**src/rtl/weight_update_feeder.sv**
```systemverilog
// weight_update_feeder: streams one weight slice per depth index from a weight store to the CNN core on each update request
// Ports: clk/rst (sync, active-high); layer_start/layer_base load the store pointer while idle;
//   update_weight_ram/_addr/fm_depth/kernel_size describe a request; src_rd_* talk to the store;
//   weight_data/write_weight_data_addr/weight_wr_valid carry slices; weight_data_done and busy report progress.
// Option: define WEIGHT_FEEDER_ZERO_PAD_EN to zero kernel words outside the live kernel_size x kernel_size window.
module weight_update_feeder #(
  parameter int DATA_WIDTH      = 16,
  parameter int KERNEL_SIZE_MAX = 3,
  parameter int PARA_KERNEL     = 2,
  parameter int WADDR_W         = 8,
  parameter int SRC_ADDR_W      = 12,
  parameter int DEPTH_W         = 5,
  localparam int KS = KERNEL_SIZE_MAX,
  localparam int SW = KS * KS * PARA_KERNEL * DATA_WIDTH,
  localparam int AW = WADDR_W * PARA_KERNEL
) (
  input  logic                  clk,
  input  logic                  rst,
  input  logic                  layer_start,
  input  logic [SRC_ADDR_W-1:0] layer_base,
  input  logic [DEPTH_W-1:0]    fm_depth,
  input  logic [3:0]            kernel_size,
  input  logic                  update_weight_ram,
  input  logic [AW-1:0]         update_weight_ram_addr,
  output logic                  src_rd_en,
  output logic [SRC_ADDR_W-1:0] src_rd_addr,
  input  logic [SW-1:0]         src_rd_data,
  output logic [SW-1:0]         weight_data,
  output logic [AW-1:0]         write_weight_data_addr,
  output logic                  weight_wr_valid,
  output logic                  weight_data_done,
  output logic                  busy
);
  typedef enum logic [1:0] {IDLE, FETCH, DRAIN, DONE} state_t;
  state_t                state_q, state_d;
  logic [SRC_ADDR_W-1:0] src_ptr_q, src_ptr_d;
  logic [DEPTH_W-1:0]    rd_cnt_q, rd_cnt_d, wr_cnt_q, depth_q, depth_d;
  logic [AW-1:0]         addr_q, addr_d, waddr_d;
  logic [3:0]            ks_q, ks_d;
  logic                  req_q, rd_v_q, start, idle_like;
  logic [SW-1:0]         wdata_d;
  assign idle_like        = state_q == IDLE || state_q == DONE;
  assign busy             = state_q == FETCH || state_q == DRAIN;
  assign weight_data_done = state_q == DONE;
  assign src_rd_addr      = src_ptr_q;
  // layer_start outranks a same-cycle request; in DONE only a rising request edge starts a new transfer
  always_comb begin
    state_d   = state_q;
    src_ptr_d = src_ptr_q;
    rd_cnt_d  = rd_cnt_q;
    depth_d   = depth_q;
    addr_d    = addr_q;
    ks_d      = ks_q;
    start     = 1'b0;
    src_rd_en = 1'b0;
    if (idle_like && layer_start) begin
      state_d   = IDLE;
      src_ptr_d = layer_base;
    end else if (update_weight_ram && (state_q == IDLE || (state_q == DONE && !req_q))) begin
      start    = 1'b1;
      depth_d  = fm_depth;
      addr_d   = update_weight_ram_addr;
      ks_d     = kernel_size;
      rd_cnt_d = '0;
      state_d  = fm_depth == '0 ? DONE : FETCH;
    end else if (state_q == FETCH) begin
      src_rd_en = 1'b1;
      src_ptr_d = src_ptr_q + SRC_ADDR_W'(1);
      rd_cnt_d  = rd_cnt_q + DEPTH_W'(1);
      state_d   = rd_cnt_d == depth_q ? DRAIN : FETCH;
    end else if (state_q == DRAIN) begin
      state_d = wr_cnt_q == depth_q ? DONE : DRAIN;
    end
  end
  // per-lane address arithmetic wraps inside each lane
  always_comb begin
    waddr_d = '0;
    for (int k = 0; k < PARA_KERNEL; k++)
      waddr_d[k*WADDR_W +: WADDR_W] = addr_q[k*WADDR_W +: WADDR_W] + WADDR_W'(wr_cnt_q);
  end
`ifdef WEIGHT_FEEDER_ZERO_PAD_EN
  always_comb begin
    wdata_d = src_rd_data;
    for (int k = 0; k < PARA_KERNEL; k++)
      for (int r = 0; r < KS; r++)
        for (int c = 0; c < KS; c++)
          if (r >= int'(ks_q) || c >= int'(ks_q)) wdata_d[((k*KS+r)*KS+c)*DATA_WIDTH +: DATA_WIDTH] = '0;
  end
`else
  logic unused_ks;
  assign unused_ks = ^ks_q;
  assign wdata_d   = src_rd_data;
`endif
  always_ff @(posedge clk) begin
    if (rst) begin
      state_q                <= IDLE;
      src_ptr_q              <= '0;
      rd_cnt_q               <= '0;
      wr_cnt_q               <= '0;
      depth_q                <= '0;
      addr_q                 <= '0;
      ks_q                   <= '0;
      req_q                  <= 1'b0;
      rd_v_q                 <= 1'b0;
      weight_data            <= '0;
      write_weight_data_addr <= '0;
      weight_wr_valid        <= 1'b0;
    end else begin
      state_q         <= state_d;
      src_ptr_q       <= src_ptr_d;
      rd_cnt_q        <= rd_cnt_d;
      depth_q         <= depth_d;
      addr_q          <= addr_d;
      ks_q            <= ks_d;
      req_q           <= update_weight_ram;
      rd_v_q          <= src_rd_en;
      weight_wr_valid <= rd_v_q;
      wr_cnt_q        <= start ? '0 : wr_cnt_q + DEPTH_W'(rd_v_q);
      if (rd_v_q) begin
        weight_data            <= wdata_d;
        write_weight_data_addr <= waddr_d;
      end
    end
  end
endmodule
```
**config.mk**
```make
export PLATFORM = sky130hd
export DESIGN_NAME = weight_update_feeder
export DESIGN_NICKNAME = d
export VERILOG_FILES = /design/src/rtl/weight_update_feeder.sv
export SDC_FILE = /design/constraint.sdc
export NUM_CORES = 1
export LEC_CHECK = 0
export CAP_MARGIN = 10
export CORE_AREA = 5 5 251 253
export DETAILED_ROUTE_END_ITERATION = 7
export DIE_AREA = 0 0 256 258
export DONT_BUFFER_PORTS = 1
export GPL_TIMING_DRIVEN = 0
export PLACE_DENSITY_LB_ADDON = 0.2
export SLEW_MARGIN = 20
export SYNTH_ARGS = -nofsm -noshare
export SYNTH_HDL_FRONTEND = slang
export SYNTH_SLANG_ARGS = --single-unit
```
**constraint.sdc**
```tcl
create_clock -name clk -period 1.72 [get_ports clk]
set_input_delay 0.344 -clock clk [delete_from_list [all_inputs] [get_ports clk]]
set_output_delay 0.344 -clock clk [all_outputs]
set_load 0.02 [all_outputs]
```
==> flow_metrics.tcl, run 1 <==
set metrics [dict create \
    dp_hpwl_microns 38090 \
    ios 649 \
    worst_slack_ps -235.2 \
    critical_path_arrival_ps 2360 \
    cts.sinks 352 \
    place_congestion 0.8255 \
    final_common_cell "dfxtp_1" \
    setup_violations 26 \
    outcome "finished with violations" \
    hold_viol 0 \
    fin_crit_sh_pct 113.7 \
    gr-total-overflow 0 \
    powerDensity_nw_per_um2 1348 \
    clk_latency_ps 550 \
    via_per_inst 4.346 \
    total_power_uw 26690 \
    area_delta_synth_final_pct 48.75 \
    dieHeight_microns 258 \
    synth.top_cell.area_share_pct 52.95 \
    place_ws_ps -836.2 \
    grt_usage_pct 14.53 \
    min_period_ps 1955 \
    cts_buffers 40 \
    max_slew_margin_pct 46.50 \
    fin_setup_tns_ps -1265 \
    vias 11020 \
    design_area_sq_um 19800 \
    yosys_warnings 0 \
    synthArstFlopShare_pct 0 \
    synth_area_sq_um 13310 \
    ant_nets 0 \
    crit_path_start_kind "flop" \
    antenna_found_initial 1 \
    synthCells 1318 \
    start_util_pct 21.89 \
    synth_edf_count 0 \
    drc 0 \
    crit_path_end_kind "flop" \
    wirelength_microns 51120 \
    ir_drop_uv 706.4 \
    drt_first_pass_iters 4 \
    synth_top_flop_cell "dfxtp_1" \
    chipWidth_microns 256 \
    dp.cells 2108 \
    postSynthAreaPerCell_sq_um 10.10 \
    crit_type "flop to flop" \
    root_buffer "clkbuf_16" \
    io_buffers 0 \
    cts_tree "yes" \
    drive_gt1_share_pct 13.30 \
    routedWlPerCell_microns 20.17 \
    nets 2064 \
    failed_checks "setup timing" \
    grt_max_degree 13 \
    path_max_fanout 3 \
    cts_buffer_depth 3 \
    maxCapViolCount 0 \
    coreArea_sq_um 60800 \
    clkTransAtPathRegs_ps 60 \
    grt_pass1_vias 11990 \
    required_ps 2120 \
    placed_area_sq_um 14360 \
    h-tree-depth 2 \
    worst_slew_pin_slew_ps 802.5 \
    total_leakage_power_uw 0.007159 \
    hold_path_class "input pin to flop" \
    mostFrequentLayoutCells "dfxtp_1 (341), dlygate4sd3_1 (322), nor2_1 (320)" \
    synth_nets 1667 \
    rsz0062_at_grt "yes" \
    dieArea_sq_um 66050 \
    fmax_mhz 511.5 \
    synth_seq_area_share_pct 52.95 \
    synth_cell_types 47 \
    yosys-top-cells-area "dfxtp_1 (53%), mux2i_1 (22%), nor2_1 (9.1%), ha_1 (1.7%), nand2_1 (1.6%)" \
    ys_ff_latch 352 \
    drt_iter0_drc 520 \
    grt_pass1_wl_microns 75330 \
    synth_area_leader_cell "dfxtp_1" \
    skew_ps 15.66 \
    report.final.slew_viol_count 0 \
    fin_cells 2535 \
    fillers 6213 \
    row_count 91 \
]
synth_stat cells, drive strengths merged, types with 2 or more instances:
library cell,instances
inv,8
nand3,9
a311oi,3
nor3b,4
a21o,3
a211oi,16
fa,2
dfxtp,352
or3,4
buf,40
nand2,58
or4,4
nor3,7
clkbuf,48
and3,2
nand2b,3
o211ai,2
o21ai,15
o21bai,2
xnor2,13
o21a,4
a211o,3
nor2,321
a21oi,38
nor2b,5
xor2,16
ha,18
nand4,10
and2,2
nor4b,3
mux2i,296
per-stage QoR:
stage / hold WS (ps) / utilization, %
5_1_grt: 135.7 / 32.56
3_5_place_dp: 453.0 / 23.62
6_report: 153.5 / 32.56
3_3_place_gp: 446.5 / 23.62
2_1_floorplan: 440.0 / -
4_1_cts: 71.66 / 31.84
cells by family (layout without fill, tap and decap cells):
group / after synthesis / after routing / synth area share, %
mux: 296 / 296 / 22.26
simple gates: 434 / 434 / 13.44
flops: 352 / 352 / 52.95
compound gates: 91 / 91 / 4.362
buf+inv: 96 / 522 / 3.083
other cells: 0 / 1 / 0
fa+ha+maj: 20 / 20 / 1.993
xor+xnor: 29 / 29 / 1.908
critical path, cell delays in order, from the launching register on:
cell      delay [ps]
dfxtp_4          350
ha_4             160
fa_2             340
a21o_1           180
a211o_1          250
o211ai_1         180
xor2_1           250
a211oi_1         100
per-layer routing:
layer  share of wire [%]  track usage [%]  up-vias
li1                    -                -     5233
met3                 8.4            5.514       99
met5                   0                0        -
met2                  51            26.14      438
met1                  37            15.62     5247
met4                 3.4            5.157        0
worst paths after layout:
kind                                         startpoint                                 endpoint  slack, ps  cells past startpoint
worst max register to register   wr_cnt_q[0]$_SDFF_PP0_  write_weight_data_addr[14]$_SDFFE_PP0P_       -240                      7
worst max-delay path             wr_cnt_q[0]$_SDFF_PP0_  write_weight_data_addr[14]$_SDFFE_PP0P_       -240                      7
worst min register to register  addr_q[15]$_SDFFE_PP0P_                  addr_q[15]$_SDFFE_PP0P_        460                      2
worst min-delay path                        fm_depth[3]                  state_q[1]$_SDFFE_PP0P_        150                      4
where the power goes:
group	leakage, uW	internal [uW]	switching, uW
clock	0.000626	5000	3410
sequential	0.00286	9420	2590
combinational	0.00367	3190	3090
registers in the layout (all words and copies together), names as in the netlist, 2 cells and up:
register                count
src_rd_addr                12
depth_q                     5
weight_data               288
wr_cnt_q                    5
addr_q                     16
state_q                     2
rd_cnt_q                    5
write_weight_data_addr     16
cell type report:
type	count	area, sq um	area share, %
clock buffers	63	1179	5.953
repair buffers	357	3595	18.16
multi-input cells	870	6301	31.83
inverters	8	36.28	0.1833
flip-flops and latches	352	7078	35.75
plain buffers	86	520.5	2.629
diodes	1	2.502	0.01264
clock inverters	8	97.59	0.4930
well taps	790	988.4	4.993
repair_timing:
item,in CTS,in global routing
pin swaps,30,31
cloned,1,3
gates resized for setup,91,101
hold buffers,322,0
endpoints found under the setup margin,351,169
buffers inserted,24,7
endpoints found under the hold margin,322,0
Power figures use the tool's default switching activity.
==> run 2: changes to the inputs <==
- ABC_AREA: default -> 0
- SLEW_MARGIN: 20 -> default
==> run 2 against run 1 <==
Against the previous run: the flow still finishes with violations (setup timing); register-to-register slack hardly changed; via count is 0.12% higher; clock skew is 3.9 ps lower; critical path type unchanged; critical endpoint unchanged; highest routed layer unchanged.
==> flow_metrics.tcl, run 2 (same netlist as run 1, synthesis figures left out) <==
set metrics [dict create \
    critical_path_arrival_ps 2360 \
    clkTransAtPathRegs_ps 60 \
    vias 11030 \
    drive_gt1_share_pct 13.30 \
    place_congestion 0.8255 \
    fmax_mhz 511.0 \
    h-tree-depth 2 \
    grt_max_degree 13 \
    setup_violations 26 \
    outcome "finished with violations" \
    root_buffer "clkbuf_16" \
    start_util_pct 21.89 \
    area_delta_synth_final_pct 48.75 \
    report.final.slew_viol_count 0 \
    maxCapViolCount 0 \
    design_area_sq_um 19800 \
    ant_nets 0 \
    worst_slack_ps -237.1 \
    cts.sinks 352 \
    critPathSlowestCell "dfxtp_4" \
    drc 0 \
    dp_hpwl_microns 38090 \
    path_cells "ha_4 -> fa_2 -> a21o_1 -> a211o_1 -> o211ai_1 -> xor2_1 -> a211oi_1" \
    nets 2064 \
    cts_tree "yes" \
    multi_input_area_sq_um 6301 \
    rsz0062_at_grt "yes" \
    skew_ps 11.72 \
    wirelength_microns 51120 \
    io_buffers 0 \
    required_ps 2120 \
    hold_path_class "input pin to flop" \
    path_buf_inv 0 \
    ir_drop_uv 706.4 \
    dieArea_sq_um 66050 \
    grt_pass1_wl_microns 75330 \
    grt_usage_pct 14.52 \
    fin_cells 2535 \
    failed_checks "setup timing" \
    hold_viol 0 \
    via_per_inst 4.351 \
    chipWidth_microns 256 \
    final_common_cell "dfxtp_1" \
    dieHeight_microns 258 \
    cp_top_family "compound AO/OA/AOI/OAI gates" \
    grt_pass1_vias 11990 \
    coreArea_sq_um 60800 \
    antenna_found_initial 1 \
    path_max_fanout 3 \
    min_period_ps 1957 \
    routedWlPerCell_microns 20.16 \
    crit_path_start_kind "flop" \
    max_stage_delay_ps 350 \
    mostFrequentLayoutCells "dfxtp_1 (341), dlygate4sd3_1 (322), nor2_1 (320)" \
    dp.cells 2108 \
    largest_reg_flops 288 \
    reg_top3 "weight_data x288, addr_q x16, write_weight_data_addr x16" \
    fillers 6216 \
    max_slew_margin_pct 46.94 \
    fin_crit_sh_pct 113.8 \
    crit_type "flop to flop" \
    row_count 91 \
    crit_path_end_kind "flop" \
    total_power_uw 26680 \
    seq_area_sq_um 7078 \
    drt_first_pass_iters 4 \
    placed_area_sq_um 14360 \
    utilization_pct 32.56 \
    powerDensity_nw_per_um2 1348 \
    largest_register "weight_data" \
    drt_iter0_drc 501 \
    ios 649 \
    clk_latency_ps 540 \
    worst_slew_pin_slew_ps 795.9 \
    total_leakage_power_uw 0.007159 \
    cts_buffer_depth 3 \
    gr-total-overflow 0 \
    cts_buffers 40 \
]
## run 2: cell counts in the layout (fill, tap and decap cells not counted)
No cell type changed its count.
## run 2: final timing paths
kind,slack [ps],depth (start not counted),from,end
worst max register to register,-240,7,wr_cnt_q[0]$_SDFF_PP0_,write_weight_data_addr[14]$_SDFFE_PP0P_
worst max-delay path,-240,7,wr_cnt_q[0]$_SDFF_PP0_,write_weight_data_addr[14]$_SDFFE_PP0P_
worst min-delay path,160,4,fm_depth[3],state_q[1]$_SDFFE_PP0P_
worst min register to register,460,2,addr_q[15]$_SDFFE_PP0P_,addr_q[15]$_SDFFE_PP0P_
## run 2: metal layers
layer | track usage (%) | part of all wire (%) | up-vias
li1 | - | - | 5234
met2 | 26.10 | 51 | 443
met4 | 5.157 | 3.5 | 0
met5 | 0 | 0 | -
met1 | 15.63 | 37 | 5250
met3 | 5.514 | 8.4 | 103
## run 2: timing repair
action | CTS | global route
hold endpoints to repair | 322 | 0
resized for setup | 92 | 101
setup endpoints to repair | 351 | 178
hold buffers | 322 | 0
pin swaps | 30 | 31
cloned | 1 | 3
setup buffers | 24 | 7
## run 2: power breakdown
part / total (uW) / internal [uW] / switching [uW] / leakage, uW
Clock: 8400 / 5000 / 3400 / 0.000626
Sequential: 12000 / 9420 / 2590 / 0.00286
Combinational: 6280 / 3190 / 3090 / 0.00367
## run 2: tightest hold or removal path: cells and delay by family
family / cells / cell delay, ps
simple gates: 1 / 20
compound gates: 3 / 290
## run 2: area by class of cell
class | count | area share [%]
flip-flops and latches | 352 | 35.75
multi-input cells | 870 | 31.83
repair buffers | 357 | 18.16
clock buffers | 63 | 5.953
well taps | 790 | 4.993
plain buffers | 86 | 2.629
clock inverters | 8 | 0.4930
inverters | 8 | 0.1833
diodes | 1 | 0.01264
## run 2: metrics by stage
stage / TNS (ps) / hold WS (ps) / setup WS (ps)
2_1_floorplan: -325.7 / 440.0 / -28.93
3_3_place_gp: -221460 / 446.5 / -833.7
3_5_place_dp: -238540 / 453.0 / -846.9
4_1_cts: -1012 / 71.66 / -244.3
5_1_grt: -4205 / 135.7 / -314.7
6_report: -1295 / 156.4 / -237.1
